## config.mk

```make
export PLATFORM = sky130hd
export DESIGN_NAME = cnn_layer_feeder_flat
export DESIGN_NICKNAME = d
export VERILOG_FILES = /design/src/rtl/cnn_layer_if.sv /design/src/rtl/cnn_layer_feeder.sv /design/src/flat_wrapper.sv
export SDC_FILE = /design/constraint.sdc
export NUM_CORES = 1
export LEC_CHECK = 0
export CAP_MARGIN = 40
export CORE_MARGIN = 4
export CORE_UTILIZATION = 48
export DETAILED_ROUTE_END_ITERATION = 12
export HOLD_SLACK_MARGIN = 0.08
export PLACE_DENSITY = 0.86
export SYNTH_ARGS = -nofsm -noshare
export SYNTH_HDL_FRONTEND = slang
export SYNTH_SLANG_ARGS = --single-unit
```

## constraint.sdc

```tcl
create_clock -name clk -period 5.4 [get_ports clk]
set_clock_uncertainty 0.2 [all_clocks]
set_input_delay 1.62 -clock clk [delete_from_list [all_inputs] [get_ports clk]]
set_output_delay 1.62 -clock clk [all_outputs]
set_load 0.05 [all_outputs]
```

## src/rtl/cnn_layer_if.sv

```systemverilog
// cnn_layer_if: port bundle between the feeder and the CNN layer datapath
interface cnn_layer_if #(parameter int INPUT = 4, FILTER = 4, RESULT = 10);
   logic                     Start;
   logic [INPUT-1:0]         Image;
   logic signed [FILTER-1:0] Filter;
   logic                     ReadEn;
   logic signed [RESULT-1:0] ConvResult;
   modport master (output Start, Image, Filter, ReadEn, input ConvResult);
   modport slave (input Start, Image, Filter, ReadEn, output ConvResult);
endinterface

```

## src/rtl/cnn_layer_feeder.sv

```systemverilog
// cnn_layer_feeder: sequences one 1-D convolution pass through the layer and collects its results.
// Optional CNN_FEEDER_MAX_EN: running signed maximum of the pass on res_max.
module cnn_layer_feeder #(
   parameter int INPUT  = 4,
   parameter int FILTER = 4,
   parameter int RESULT = 10,
   parameter int OUTNUM = 5
) (
   input  logic                     clk,
   input  logic                     rst_n,
   input  logic                     pix_we,
   input  logic [2:0]               pix_addr,
   input  logic [INPUT-1:0]         pix_data,
   input  logic                     flt_we,
   input  logic [1:0]               flt_addr,
   input  logic signed [FILTER-1:0] flt_data,
   input  logic                     go,
   output logic                     busy,
   output logic                     done,
   cnn_layer_if.master              lay,
   output logic                     res_valid,
   output logic [2:0]               res_idx,
   output logic signed [RESULT-1:0] res_data,
   output logic signed [RESULT-1:0] res_max
);
   typedef enum logic [2:0] {IDLE, WRITE, READ, DRAIN, DONE} state_t;
   localparam logic [4:0] W_LAST = 5'(3 * OUTNUM - 1);
   localparam logic [4:0] R_LAST = 5'(OUTNUM - 1);
   state_t                   state, state_nxt;
   logic [4:0]               cnt, cnt_nxt, k_tap, k_idx;
   logic [INPUT-1:0]         pix [OUTNUM+2];
   logic signed [FILTER-1:0] flt [3];
   logic                     rd_d, start_n, read_n;
   logic [INPUT-1:0]         image_n;
   logic signed [FILTER-1:0] filter_n;
   always_ff @(posedge clk or negedge rst_n)
      if (!rst_n) begin
         state <= IDLE;
         cnt   <= '0;
      end else begin
         state <= state_nxt;
         cnt   <= cnt_nxt;
      end
   always_comb begin
      state_nxt = state == IDLE  ? (go ? WRITE : IDLE) :
                  state == WRITE ? (cnt == W_LAST ? READ : WRITE) :
                  state == READ  ? (cnt == R_LAST ? DRAIN : READ) :
                  state == DRAIN ? (cnt == 5'd1 ? DONE : DRAIN) : IDLE;
      cnt_nxt   = (state_nxt != state || state_nxt == IDLE) ? '0 : cnt + 5'd1;
   end
   // product k pairs pixel k/3 + k%3 with tap k%3, matching the layer's address order
   always_comb begin
      k_tap    = cnt_nxt % 5'd3;
      k_idx    = cnt_nxt / 5'd3 + k_tap;
      start_n  = state_nxt == WRITE;
      read_n   = state_nxt == READ;
      image_n  = start_n ? pix[k_idx[2:0]] : '0;
      filter_n = start_n ? flt[k_tap[1:0]] : '0;
   end
   always_ff @(posedge clk or negedge rst_n)
      if (!rst_n) begin
         lay.Start  <= 1'b0;
         lay.Image  <= '0;
         lay.Filter <= '0;
         lay.ReadEn <= 1'b0;
         busy       <= 1'b0;
         done       <= 1'b0;
         rd_d       <= 1'b0;
         res_valid  <= 1'b0;
         res_idx    <= '0;
         res_data   <= '0;
      end else begin
         lay.Start  <= start_n;
         lay.Image  <= image_n;
         lay.Filter <= filter_n;
         lay.ReadEn <= read_n;
         busy       <= state_nxt != IDLE;
         done       <= state_nxt == DONE;
         rd_d       <= lay.ReadEn;
         res_valid  <= rd_d;
         res_idx    <= rd_d ? (res_valid ? res_idx + 3'd1 : 3'd0) : 3'd0;
         res_data   <= rd_d ? lay.ConvResult : '0;
      end
   always_ff @(posedge clk or negedge rst_n)
      if (!rst_n) begin
         for (int i = 0; i < OUTNUM + 2; i++) pix[i] <= '0;
         for (int i = 0; i < 3; i++) flt[i] <= '0;
      end else if (state == IDLE) begin
         if (pix_we && 32'(pix_addr) < OUTNUM + 2) pix[pix_addr] <= pix_data;
         if (flt_we && flt_addr != 2'd3) flt[flt_addr] <= flt_data;
      end
`ifdef CNN_FEEDER_MAX_EN
   always_ff @(posedge clk or negedge rst_n)
      if (!rst_n) res_max <= '0;
      else if (state == IDLE && go) res_max <= '0;
      else if (rd_d && lay.ConvResult > res_max) res_max <= lay.ConvResult;
`else
   assign res_max = '0;
`endif
endmodule

```

## src/flat_wrapper.sv

```systemverilog
// flat-port wrapper written by rule: the top's interface ports become plain ports
module cnn_layer_feeder_flat 
#(
   parameter int INPUT  = 4,
   parameter int FILTER = 4,
   parameter int RESULT = 10,
   parameter int OUTNUM = 5
)
  (clk, rst_n, pix_we, pix_addr, pix_data, flt_we, flt_addr, flt_data, go, busy, done, res_valid, res_idx, res_data, res_max, lay_Start, lay_Image, lay_Filter, lay_ReadEn, lay_ConvResult);
  cnn_layer_if #(.INPUT(INPUT), .FILTER(FILTER), .RESULT(RESULT)) lay_i ();
  input  logic clk;
  input  logic rst_n;
  input  logic pix_we;
  input  logic [2:0] pix_addr;
  input  logic [INPUT-1:0] pix_data;
  input  logic flt_we;
  input  logic [1:0] flt_addr;
  input  logic signed [FILTER-1:0] flt_data;
  input  logic go;
  output logic busy;
  output logic done;
  output logic res_valid;
  output logic [2:0] res_idx;
  output logic signed [RESULT-1:0] res_data;
  output logic signed [RESULT-1:0] res_max;
  output wire logic [$bits(lay_i.Start)-1:0] lay_Start;
  output wire logic [$bits(lay_i.Image)-1:0] lay_Image;
  output wire logic [$bits(lay_i.Filter)-1:0] lay_Filter;
  output wire logic [$bits(lay_i.ReadEn)-1:0] lay_ReadEn;
  input wire logic [$bits(lay_i.ConvResult)-1:0] lay_ConvResult;
  assign lay_Start = lay_i.Start;
  assign lay_Image = lay_i.Image;
  assign lay_Filter = lay_i.Filter;
  assign lay_ReadEn = lay_i.ReadEn;
  assign lay_i.ConvResult = lay_ConvResult;
  cnn_layer_feeder #(.INPUT(INPUT), .FILTER(FILTER), .RESULT(RESULT), .OUTNUM(OUTNUM)) u_core (.clk(clk), .rst_n(rst_n), .pix_we(pix_we), .pix_addr(pix_addr), .pix_data(pix_data), .flt_we(flt_we), .flt_addr(flt_addr), .flt_data(flt_data), .go(go), .busy(busy), .done(done), .lay(lay_i), .res_valid(res_valid), .res_idx(res_idx), .res_data(res_data), .res_max(res_max));
endmodule
```

; ---- Word level (Yosys, flattened, before mapping)
; Index checks and enable logic that the tools add are counted.
[totals]
register_bits = 75
latchBits = 0
ram_bits = 0
rom_bits = 0
input_bits = 28
out_inout_bits = 36
wordCells = 85
mem_count = 0
[classes]
add_sub_neg = 3
multipliers = 0
div = 2
order_cmp = 7
n_eq_ne = 11
shifts = 0
n_mux = 26
bitwise = 4
reduce_logical = 10
[ops]
columns = op, n
row1 = $mux W4, 8
row2 = $bwmux W28, 1
row3 = $mux W3, 7
row4 = $bmux W4 S3, 1
row5 = $bwmux W12, 1
row6 = $demux W4 S3, 1
row7 = $mux W10, 1
row8 = $eq A3 B2 Y1 const B, 3
row9 = $bmux W4 S2, 1
row10 = $demux W4 S2, 1
row11 = $ge A4 B4 Y1 const B, 2
row12 = $not A3 Y4, 2
row13 = $eq A3 B1 Y1 const B, 2
row14 = $ge A3 B3 Y1 const B, 2
row15 = $logic_not A3 Y1, 2
row16 = $not A2 Y3, 2
row17 = $add A5 B1 Y5 const B, 1
row18 = $div A5 B2 Y5 const B, 1
row19 = $eq A5 B1 Y1 const B, 1
row20 = $eq A5 B3 Y1 const B, 1
row21 = $eq A5 B4 Y1 const B, 1
row22 = $mod A5 B2 Y5 const B, 1
row23 = $mux W5, 1
row24 = $logic_and A1 B1 Y1, 4
row25 = 13 further kinds, 15

; ---- Depth between registers and ports, before layout
[depth]
depth_word = 16
ltp_mapped = 26
depth_no_buf = 25

; ---- Worst setup path after synthesis
; Ideal clock, no wire load.
[synth_timing]
kind = reg2reg
from = register u_core.cnt[1]
to = register u_core.lay.Image[1]
setup_ns = 0.133
arrival_ns = 4.831
required_ns = 5.067
slack_ns = 0.236
stages_incl_launch_ff = 24
path_buffers = 3
synth_period_minus_slack_ns = 5.164
cell_sequence = dfrtp_1 > inv_1 > ha_1 > a41o_2 > a21oi_1 > and2_1 > ha_1 > clkbuf_1 > mux2i_1 > a21oi_1 > a21oi_1 > ha_1 > nand2_1 > nand2_1 > o211ai_2 > o21ai_2 > or3b_4 > buf_6 > and2_1 > fa_1 > buf_1 > mux4_2 > nand2_1 > mux2i_1
[synth_via]
elab_chain_len = 16
elab_cells_between_ends = 24
[synth_rtl]
columns = item, line
row1 = from (decl), cnn_layer_feeder.sv:30  ; logic [4:0] cnt, cnt_nxt, k_tap, k_idx;
row2 = from (signal assigned), cnn_layer_feeder.sv:42  ; cnt <= cnt_nxt;
row3 = $eq A5 B1 Y1, cnn_layer_feeder.sv:48  ; state == DRAIN ? (cnt == 5'd1 ? DONE : DRAIN) : IDLE;
row4 = $mux W3 (2 in series), cnn_layer_feeder.sv:48
row5 = $mux W3, cnn_layer_feeder.sv:47  ; state == READ ? (cnt == R_LAST ? DRAIN : READ) :
row6 = $mux W3, cnn_layer_feeder.sv:46  ; state == WRITE ? (cnt == W_LAST ? READ : WRITE) :
row7 = $mux W3, cnn_layer_feeder.sv:45  ; state_nxt = state == IDLE ? (go ? WRITE : IDLE) :
row8 = $ne A3 B3 Y1 / $logic_not A3 Y1 (equally long branches), cnn_layer_feeder.sv:49  ; cnt_nxt = (state_nxt != state || state_nxt == IDLE) ? '0 : cnt + 5'd1;
row9 = $logic_or A1 B1 Y1, cnn_layer_feeder.sv:49
row10 = $mux W5 *, cnn_layer_feeder.sv:49
row11 = named net u_core.cnt_nxt[4], cnn_layer_feeder.sv:30
row12 = $div A5 B2 Y5 / $mod A5 B2 Y5 (equally long branches), "cnn_layer_feeder.sv:54, cnn_layer_feeder.sv:53"
row13 = $add A3 B3 Y3 *, cnn_layer_feeder.sv:54  ; k_idx = cnt_nxt / 5'd3 + k_tap;
row14 = $not A3 Y4 (implied by the code) *, cnn_layer_feeder.sv:57  ; image_n = start_n ? pix[k_idx[2:0]] : '0;
row15 = $bmux W4 S3 *, cnn_layer_feeder.sv:57
row16 = $mux W4 (implied by the code) * (2 in series), cnn_layer_feeder.sv:57
row17 = $mux W4 *, cnn_layer_feeder.sv:57
row18 = named net u_core.image_n[1], cnn_layer_feeder.sv:34  ; logic [INPUT-1:0] image_n;
row19 = to (signal assigned), cnn_layer_feeder.sv:74  ; lay.Image <= image_n;
row20 = to (decl), cnn_layer_if.sv:8  ; modport master (output Start, Image, Filter, ReadEn, input ConvResult);
; The timed path passes the listed nets; every way through them passes the cells marked *. The select of a mux whose other input is x is not followed.
; A chain may end at the register's enable or synchronous reset.

; ---- Worst setup path in the final report
[layout_timing]
from = register u_core.cnt[2]
to = register u_core.lay.Image[2]
; Same word-level chain as after synthesis.

==> reports/summary.txt <==
DR pass1 iterations: 4
DRT iter0 DRCs: 83
critical path's largest stage delay: 0.64 ns
Starting Density: 49.82%
crit path kind: flip-flop to flip-flop
worst-margin pin slew: 0.7671 ns
commonest register cell after synthesis: dfrtp_1
total placed instance area: 0.004521 sq mm
Ys Warns: 0
max-cap violations: 0
Post-synth ARST share: 100.0%
Tcrit/Tclk final: 96.31%
syn_area_per_cell: 11.82 sq um
Final min period: 5.201 ns
Multi-input gate area: 0.001887 sq mm
sequential cell area: 0.001879 sq mm
Ant. Diodes: 0
final hold violations: 0
cells along the critical path: nor2_1 -> a41o_2 -> a21oi_1 -> and2_1 -> ha_2 -> o21bai_1 -> o21ai_1 -> o21ai_1 -> a21oi_2 -> a21oi_1 -> ha_1 -> nand2_1 -> nand2_1 -> o211ai_2 -> o21ai_2 -> or3b_4 -> and2_1 -> fa_2 -> mux4_2 -> nand2_1 -> mux2i_1
Slew HR: 48.32%
Clk pin slew, worst setup/hold paths: 0.09 ns
CTS Buffer Depth: 2
wirelength, routed: 8149 um
# clock sinks: 75
Post-Layout Cell Count: 503
WL/cell: 16.20 um
# nets final: 434
Port Buf Inserts: 53
Critical Path RT: 5.41 ns
sequential area share after synthesis: 48.25%
total number of vias: 2710
HP Class: flip-flop to flip-flop
Syn-to-layout area delta: 23.74%
Post-CTS Hold Buffers: 0
number of CTS-inserted buffers: 9
fill count: 608
most common cell after layout, fill and taps aside: dfrtp_1
# rows: 32
die width: 98.02 um
Synth Register Bits: 75
placed wire-length estimate: 5981 um
Die Y: 98.02 um
commonest cells after routing, fill and taps aside: dfrtp_1 (73), clkdlybuf4s50_1 (52), mux2_2 (44), nand2_1 (33), nor2_1 (17)
CP max-delay cell: fa_2
Slew Viols, Final: 0
final instance area: 0.004813 sq mm
vias in the first global route: 2722
core area: 0.007807 sq mm
DR vias/cell: 5.388
Crit. End Element: flip-flop
Worst-Skew Late Latency: 0.34 ns
Worst Path Arrival: 5.21 ns
number of synthesized flops with an enable pin: 0
ANT nets after route: 0
io pins: 64
status: completed
CTS H-tree depth: 3
unique cell type count in the Yosys netlist: 62
total gr overflow: 0
Min-Delay Startpoint: u_core.lay.ReadEn
pin count of the biggest net entering global routing: 35
setup TNS: 0 ns
# DRC: 0
Crit path top cell by count: nand2_1
wire length of the first global-routing pass: 13320 um
final setup violating endpoints: 0
Synth Instances: 329
crit path launch: u_core.cnt[2]
clk root buf: clkbuf_8
reg-to-reg critical path startpoint: u_core.cnt[2]
Highest Clock Rate: 192.3 MHz
GRT Util Overall: 16.87%
Max FO, Critical Path: 8
Setup crit start kind: flip-flop
initial antenna violation count: 0
layout cell share with drive strength beyond 1: 25.94%
Die ar.: 0.009608 sq mm
Final GP Congestion: 0.8730
placed insts: 482
clock tree from TritonCTS: yes
mapped cell area: 0.003890 sq mm
-- stage by stage --
step / hold slack, ns / util (%) / setup slack (ns)
after global routing: 0.2228 / 61.65 / -0.06349
after floorplan: 0.1861 / - / 0.2359
after global placement: 0.1822 / 57.55 / 0.2728
final: 0.2033 / 61.65 / 0.1990
after detailed placement: 0.1897 / 57.90 / 0.005375
after CTS: 0.2096 / 60.87 / 0.009831
-- cell usage after synthesis (2+ instances only) --
cell        n  area (sq um)
nand2_1    33         123.9
a2111oi_0   2         17.52
clkbuf_1    4         15.01
ha_1        9         112.6
dfrtp_1    75          1877
nor3b_1     3         22.52
mux4_2      4         90.09
nand4_1     5         31.28
and2_1     12         75.07
mux2_2     44         495.5
nand3_1     2         10.01
buf_4      10         75.07
o21ai_0     6         30.03
o21a_1      2         15.01
and3_1      2         12.51
buf_6       4         45.04
nor2_1     17         63.81
nand4b_1    6         52.55
nor2b_1     4         25.02
xnor2_1     4         35.03
a31oi_1     4         25.02
nand3b_1    3         22.52
inv_1       7         26.28
o21ai_2     2         17.52
o21ai_1     6         30.03
a21oi_1     5         25.02
a21o_1      5         37.54
nor3_1      6         30.03
mux2i_1     6         60.06
xor2_1      5         43.79
-- final cells by class --
cell class                      instances  area share, %
Clock inverter                          7          2.236
Multi-Input combinational cell        234          39.20
Inverter                                9         0.7018
Sequential cell                        75          39.04
Timing Repair Buffer                   67          13.60
Clock buffer                            9          2.573
Tap cell                              102          2.651
-- metal layers --
metal  vias up  GRT usage (%)  part of all wire, %
met4         0          3.727                 0.42
li1       1287              -                    -
met5         -              0                    0
met1      1350          23.03                   45
met3         4          3.643                  4.6
met2        69          27.85                   50
-- registers in the layout (all words and copies together) (netlist names) --
signal,cells
u_core.lay.Filter,4
u_core.lay.ReadEn,1
u_core.pix,28
u_core.rd_d,1
u_core.state,3
u_core.res_data,10
u_core.busy,1
u_core.lay.Start,1
u_core.res_valid,1
u_core.res_idx,3
u_core.done,1
u_core.flt,12
u_core.cnt,5
u_core.lay.Image,4
-- worst paths after layout --
path                                       endpoint  slack (ns)  depth (start not counted)
min in group asynchronous             u_core.cnt[3]        1.03                          1
max in group asynchronous             u_core.cnt[0]        2.95                          3
worst max register to register  u_core.lay.Image[2]        0.20                         21
worst min-delay path                    u_core.rd_d        0.20                          0
worst min register to register          u_core.rd_d        0.20                          0
worst max-delay path            u_core.lay.Image[2]        0.20                         21
-- logic make-up (layout without fill, tap and decap cells) --
kind of cell    after synthesis  count (layout)  share of synthesized area (%)
simple gates                 99              99                          13.67
flops                        75              75                          48.25
mux                          55              55                          16.98
compound gates               48              48                          9.553
buf+inv                      29              92                          4.567
xor+xnor                     12              12                          3.474
fa+ha+maj                    10              10                          3.410
other cells                   1              10                        0.09640
-- repair_timing --
| item | CTS | global route |
|---|---|---|
| endpoints found under the setup margin | 0 | 4 |
| gates resized for setup | 0 | 9 |
| setup buffers | 0 | 5 |
-- worst max-delay path, delay by kind of cell, from the launching register on --
family | cells | cell delay (ns)
AND/OR/NAND/NOR | 7 | 1.11
adder cells (fa/ha/maj) | 3 | 1.25
flip-flops | 1 | 0.57
multiplexers | 2 | 0.41
AO/OA/AOI/OAI | 9 | 1.54
Power is left out: the tool's default activity adds up to more than one toggle a clock period on the data nets, which glitch-free logic cannot reach.
==> variant, RTL diff (config.mk and constraints unchanged) <==
`FILTER` is set to 4 in 3 places; all go to 8.
--- a/src/rtl/cnn_layer_if.sv
+++ b/src/rtl/cnn_layer_if.sv
@@ -1,5 +1,5 @@
 // cnn_layer_if: port bundle between the feeder and the CNN layer datapath
-interface cnn_layer_if #(parameter int INPUT = 4, FILTER = 4, RESULT = 10);
+interface cnn_layer_if #(parameter int INPUT = 4, FILTER = 8, RESULT = 10);
    logic                     Start;
    logic [INPUT-1:0]         Image;
    logic signed [FILTER-1:0] Filter;
--- a/src/rtl/cnn_layer_feeder.sv
+++ b/src/rtl/cnn_layer_feeder.sv
@@ -2,7 +2,7 @@
 // Optional CNN_FEEDER_MAX_EN: running signed maximum of the pass on res_max.
 module cnn_layer_feeder #(
    parameter int INPUT  = 4,
-   parameter int FILTER = 4,
+   parameter int FILTER = 8,
    parameter int RESULT = 10,
    parameter int OUTNUM = 5
 ) (
--- a/src/flat_wrapper.sv
+++ b/src/flat_wrapper.sv
@@ -2,7 +2,7 @@
 module cnn_layer_feeder_flat 
 #(
    parameter int INPUT  = 4,
-   parameter int FILTER = 4,
+   parameter int FILTER = 8,
    parameter int RESULT = 10,
    parameter int OUTNUM = 5
 )
Interface: changed (resized flt_data and lay_Filter); port bits go from 64 to 72. The function was not compared with the original's and may differ.
==> variant against the original RTL <==
Maximum frequency decreased by 0.49%. Synthesized area increased by 20%. Sequential cell count increased by 16. Setup slack got worse by 0.026 ns. Core utilization decreased by 0.48 points. Routed wire length increased by 31%. Cell area increased by 19%. Critical path type unchanged.
==> variant: results (changes against the original RTL) <==
[status]
status=complete, no violations

[finish]
area_share_clock_buf_inv_pct=3.58  ; -1.2 points
buffers=78  ; +16%
numSequentialCells=91  ; +21%
seq-cell-share_pct=39.8  ; +0.72 points
ratio_of_cells_with_drive_above_1_in_the_final_layout_pct=24.9  ; -1.0 points
biggest_registers_after_layout=u_core.pix: 28 flops, u_core.flt: 24 flops, u_core.res_data: 10 flops
fill_cells=739  ; +22%

[clocking]
cts.repair.resized=3  ; +3
post_cts.repair.setup_buffers=1  ; +1

[yosys]
synthAdderAreaFrac_pct=2.84  ; -0.57 points
compound_cell_area_share_of_the_yosys_netlist_pct=9.98  ; +0.43 points
syn_inst=415  ; +26%

[routing]
drt_iter0_drc=213  ; +160%
detail_route.wl_per_cell_um=17.2  ; +6.4%
via_density=5.55  ; +3.1%

[place]
routabilityCongestion=0.818  ; -6.3%
port_buffers=61  ; +15%

[timing]
max_slew_margin_pct=43.9  ; -4.5 points
min_period_ns=5.23  ; +0.0257 ns
final.hold.worst_slack_ns=0.200  ; -0.00336 ns

[global_route]
use_met2_pct=32.6  ; +4.7 points
grt_util_all_layers_pct=18.9  ; +2.1 points
pin_count_of_the_biggest_net_entering_global_routing=45  ; +29%

[setup_path]
critical-path-slowest-cell=sky130_fd_sc_hd__a211oi_1

[variant: layer usage]
layer  vias to the layer above  routed length [µm]
met1                      1730                4340
met5                         -                   0
met3                        17                 525
met4                         0                 180
li1                       1582                   -
met2                       108                5620
[variant: worst paths after layout]
| kind | from | to | cells past startpoint |
|---|---|---|---|
| min in group asynchronous | rst_n | u_core.flt[15]$_DFFE_PN0P_ | 1 |
| max in group asynchronous | rst_n | u_core.cnt[2]$_DFF_PN0_ | 2 |
| min | u_core.lay.ReadEn$_DFF_PN0_ | u_core.rd_d$_DFF_PN0_ | 0 |
| min reg2reg | u_core.lay.ReadEn$_DFF_PN0_ | u_core.rd_d$_DFF_PN0_ | 0 |
| max | u_core.cnt[0]$_DFF_PN0_ | u_core.lay.Image[1]$_DFF_PN0_ | 19 |
| max reg2reg | u_core.cnt[0]$_DFF_PN0_ | u_core.lay.Image[1]$_DFF_PN0_ | 19 |
